[src/rtl/exmem_pipe.sv]
`default_nettype none
// +--------------------------------------------------------------------------+
// | exmem_pipe : EX/MEM elastic stage register with 2-entry skid buffer,     |
// |              synchronous flush and bubble-safe control outputs.          |
// | Optional   : EXMEM_STATS_EN adds saturating stall/flush counters.        |
// | Revision   : 1.0                                                         |
// +--------------------------------------------------------------------------+
module exmem_pipe #(
  parameter int DATA_W = 32,
  parameter int ADDR_W = 32,
  parameter int REG_W  = 4
) (
  input  logic              clk,
  input  logic              rst,
  input  logic              flush,
  input  logic              in_valid,
  output logic              in_ready,
  input  logic              pcload_E,
  input  logic              regw_E,
  input  logic              memw_E,
  input  logic              regmem_E,
  input  logic [REG_W-1:0]  regScr_E,
  input  logic [DATA_W-1:0] ALUrslt_E,
  input  logic [ADDR_W-1:0] address_E,
  output logic              out_valid,
  input  logic              out_ready,
  output logic              pcload_M,
  output logic              regw_M,
  output logic              memw_M,
  output logic              regmem_M,
  output logic [REG_W-1:0]  regScr_M,
  output logic [DATA_W-1:0] ALUrslt_M,
  output logic [ADDR_W-1:0] address_M
`ifdef EXMEM_STATS_EN
  ,
  output logic [31:0]       stall_cnt,
  output logic [31:0]       flush_cnt
`endif
);

  localparam int unsigned c_ENTRY_W = 4 + REG_W + DATA_W + ADDR_W;
  localparam logic [1:0]  c_EMPTY   = 2'd0;
  localparam logic [1:0]  c_ONE     = 2'd1;
  localparam logic [1:0]  c_FULL    = 2'd2;

  logic [1:0]           state_q, state_d;
  logic [c_ENTRY_W-1:0] main_q, main_d;
  logic [c_ENTRY_W-1:0] skid_q, skid_d;
  logic [c_ENTRY_W-1:0] w_entry_in;
  logic                 w_accept, w_consume;
  logic                 w_pc, w_rw, w_mw, w_rm;

  // Handshake flags come from registered state only: no out_ready->in_ready path.
  assign in_ready   = (state_q != c_FULL);
  assign out_valid  = (state_q != c_EMPTY);
  assign w_accept   = in_valid & in_ready;
  assign w_consume  = out_valid & out_ready;
  assign w_entry_in = {pcload_E, regw_E, memw_E, regmem_E, regScr_E, ALUrslt_E, address_E};

  always_ff @(posedge clk) begin
    if (rst) begin
      state_q <= c_EMPTY;
      main_q  <= '0;
      skid_q  <= '0;
    end else begin
      state_q <= state_d;
      main_q  <= main_d;
      skid_q  <= skid_d;
    end
  end

  always_comb begin
    state_d = state_q;
    main_d  = main_q;
    skid_d  = skid_q;
    case (state_q)
      c_EMPTY: begin
        if (w_accept) begin
          state_d = c_ONE;
          main_d  = w_entry_in;
        end
      end
      c_ONE: begin
        if (w_accept && w_consume) begin
          main_d = w_entry_in;
        end else if (w_accept) begin
          state_d = c_FULL;
          skid_d  = w_entry_in;
        end else if (w_consume) begin
          state_d = c_EMPTY;
        end
      end
      c_FULL: begin
        if (w_consume) begin
          state_d = c_ONE;
          main_d  = skid_q;
        end
      end
      default: state_d = c_EMPTY;
    endcase
    // Flush squashes everything and leaves the data registers untouched.
    if (flush) begin
      state_d = c_EMPTY;
      main_d  = main_q;
      skid_d  = skid_q;
    end
  end

  always_comb begin
    {w_pc, w_rw, w_mw, w_rm, regScr_M, ALUrslt_M, address_M} = main_q;
    pcload_M = w_pc & out_valid;
    regw_M   = w_rw & out_valid;
    memw_M   = w_mw & out_valid;
    regmem_M = w_rm & out_valid;
  end

`ifdef EXMEM_STATS_EN
  logic [31:0] stall_cnt_q, flush_cnt_q;

  always_ff @(posedge clk) begin
    if (rst) begin
      stall_cnt_q <= '0;
      flush_cnt_q <= '0;
    end else begin
      if (out_valid && !out_ready && stall_cnt_q != 32'hFFFF_FFFF)
        stall_cnt_q <= stall_cnt_q + 32'd1;
      if (flush && (out_valid || in_valid) && flush_cnt_q != 32'hFFFF_FFFF)
        flush_cnt_q <= flush_cnt_q + 32'd1;
    end
  end

  assign stall_cnt = stall_cnt_q;
  assign flush_cnt = flush_cnt_q;
`endif

endmodule
`default_nettype wire

[config.mk]
export PLATFORM = sky130hd
export DESIGN_NAME = exmem_pipe
export DESIGN_NICKNAME = d
export VERILOG_FILES = /design/src/rtl/exmem_pipe.sv
export SDC_FILE = /design/constraint.sdc
export NUM_CORES = 1
export LEC_CHECK = 0
export BUFFER_PORTS_ARGS = -buffer_cell sky130_fd_sc_hd__buf_2
export CAP_MARGIN = 20
export CORE_ASPECT_RATIO = 0.9
export CORE_MARGIN = 3
export CORE_UTILIZATION = 30
export CTS_BUF_LIST = sky130_fd_sc_hd__clkbuf_16
export CTS_CLUSTER_SIZE = 40
export DETAILED_ROUTE_END_ITERATION = 8
export PLACE_DENSITY = 0.58
export RECOVER_POWER = 25
export SLEW_MARGIN = 20
export SYNTH_ARGS = -nofsm -noshare
export SYNTH_HDL_FRONTEND = slang
export SYNTH_SLANG_ARGS = --single-unit
[constraint.sdc]
create_clock -name clk -period 1.8 [get_ports clk]
set_input_delay 0.18 -clock clk [delete_from_list [all_inputs] [get_ports clk]]
set_output_delay 0.18 -clock clk [all_outputs]
set_load 0.03 [all_outputs]
==> reports/results.tsv <==
stage	metric	value	unit
status	outcome	complete, no violations	
sta	slew_headroom	0.664	
hold_path	hold_path.class	primary input to register	
critical_path	end_kind	register	
routing	wire_per_inst	14.7	um
yosys	yosys.area.top_type_share	0.394	
cells_and_area	layout_commonest_cell	dfxtp_1	
cells_and_area	mostFrequentLayoutCells	dfxtp_1, nand2_1, buf_2	
power	irDropWorstVdd	0.478	mV
global_routing	busiest_layer	met2	
routing	routed_wl	18.0	mm
global_routing	grt.met2_usage	0.217	
floorplanning	core-area	23800	um2
routing	via_per_inst	4.70	
routing	drc	0	
cells_and_area	fillers	2413	
critical_path	r2r-end	skid_q[19]	
hold_path	min_path_cells	3	
routing	final_antenna_net_count	0	
power	finalPower	8110	uW
placement	io_buffers	150	
sta	fin_tns_setup	0	ns
placement	dp_hpwl	11.4	mm
routing	vias	5744	
cells_and_area	drive_above_1_share	0.212	
power	p_per_area	916	nW/um2
global_routing	met1_usage	0.178	
job	drv_cap	0	
clocking	clk_pin_slew	0.06	ns
sta	setup_viol	0	
floorplanning	die-area	26600	um2
placement	post-place-cells	1146	
yosys	synth_edf_count	0	
critical_path	cp_data_required_time	2.07	ns
sta	rsz0062_at_grt	false	
floorplanning	chipWidth	172	um
routing	drt-initial-drc-count	407	
critical_path	cp-start-kind	primary input	
critical_path	cp_data_arrival_time	2.02	ns
clocking	clk_latency	0.41	ns
yosys	synth_cell_types	31	
sta	max_freq	0.572	GHz
sta	min_period	1.75	ns
yosys	synth_seq_cells	146	
global_routing	antenna_found_initial	0	
clocking	clock-sinks	146	
floorplanning	num_rows	53	
clocking	clockBufferDepth	2	
sta	final.period_utilization	0.971	
hold_path	hold_start	ALUrslt_E[13]	
critical_path	r2r_slack	0.14	ns
yosys	synth.area.top_cells	dfxtp_1, mux2i_1, buf_4	
sta	hold_violations	0	
global_routing	grt_pass1_vias	5410	
global_routing	grt_pass1_wl	28.8	mm
yosys	avgSynthCellArea	9.08	um2
routing	drt-pass1-iter-count	4	
hold_path	min_delay_worst_endpoint	skid_q[45]	
sta	finClkSkew	0.00564	ns
yosys	synth_seq_area_share	0.394	
global_routing	grt_max_degree	97	
critical_path	reg2reg_depth	5	
yosys	async_flop_share	0	
power	p_leak	0.00376	uW
critical_path	r2r-start	state_q[0]	
sta	drv_slew	0	
placement	place_congestion	0.718	
critical_path	crit_fanout	27	
floorplanning	start_util	0.312	
floorplanning	die_height	155	um
clocking	cts_root_buffer	clkbuf_16	
cells_and_area	instances_no_fill	1222	
floorplanning	pin_count	151	
global_routing	gr-usage-all-layers	0.134	
yosys	yosysWarnings	0	
yosys	syn_nets	894	
yosys	syn_inst	817	
cells_and_area	n_antenna_cell	0	
clocking	cts_max_level	4	
yosys	synth-main-ff-cell	dfxtp_1	
clocking	cts_buffers	17	
yosys	synth_top_cell_by_area	dfxtp_1	
critical_path	path_class	primary input to register	
sta	worstMarginPinSlew	0.504	ns
clocking	tritoncts	yes	
cells_and_area	fin_nets	984	
cells_and_area	area_growth	19.4	%
global_routing	overflow	0	
yosys	syn_area	7420	um2
global_routing	use_met3	0.0409	
## area by class of cell
cell class	instances	area, um2	share of cell area
well taps	302	378	0.0427
clock buffers	17	425	0.0480
inverters	1	3.75	0.000424
flip-flops and latches	146	2920	0.330
clock inverters	15	196	0.0222
multi-input cells	524	3450	0.390
repair buffers	217	1480	0.167
## how the worst max path moves through the flow
stage	startpoint	to	slack, ns
2_1_floorplan	state_q[0]	skid_q[41]	0.39
3_3_place_gp	state_q[1]	skid_q[37]	0.18
3_5_place_dp	state_q[0]	skid_q[23]	0.15
4_1_cts	state_q[1]	pcload_M	0.04
5_1_grt	state_q[0]	main_q[6]	0.002
6_report	out_ready	skid_q[19]	0.05
## critical path, cell delays in order
cell and delay [ns]:
dlygate4sd3_1 0.55, buf_2 0.16, nand2b_4 0.17, or3_2 0.50
buf_4 0.26, nand2_1 0.11, a21oi_1 0.07
## metrics by stage
stage	worst slack, ns	util	hold WS, ns	instance area (um2)
floorplan	0.391	-	0.265	7420
global placement	0.183	0.330	0.421	7860
detailed placement	0.154	0.330	0.437	7860
CTS	0.0354	0.375	0.0000458	8920
global route	0.00201	0.372	0.0110	8850
finish	0.0518	0.372	0.0257	8850
## Yosys cell counts (4+ instances only)
cell type and instances:
dfxtp_1 146, nand2_1 136, nor2b_1 76, buf_4 75, mux2i_1 72, a21oi_1 63, o21ai_1 62, o41ai_1 51
clkbuf_1 37, o41ai_2 21, buf_6 17, a21oi_2 10, nand2_2 10, o21ai_0 10, buf_2 8, buf_12 5
buf_1 4
## what timing repair did
item                                    CTS  global route
resized for setup                         0             1
hold endpoints to repair                 43             0
pin swaps                                 0             0
endpoints found under the setup margin    1             4
hold buffers                             43             0
buffers inserted                          1             0
## logic make-up after synthesis
kind of cell,share of synthesized area
simple gates,0.152
compound gates,0.215
buf+inv,0.142
flops,0.394
mux,0.0972
## state kept, by name, indices dropped and copies added (netlist names)
signal,flops
main_q,72
state_q,2
skid_q,72
## layer usage
metal  wire, um  vias to the layer above
met5          0                        -
met4        112                        0
met3        933                        6
met2       8160                      122
met1       8820                     2651
li1           -                     2965
## report_power, final
group	internal, uW	total (uW)	switching (uW)
sequential	3330	3380	48.4
combinational	355	949	595
clock	2420	3780	1350
total	6110	8110	1990
Note: power is estimated with default switching activity, not from simulation.
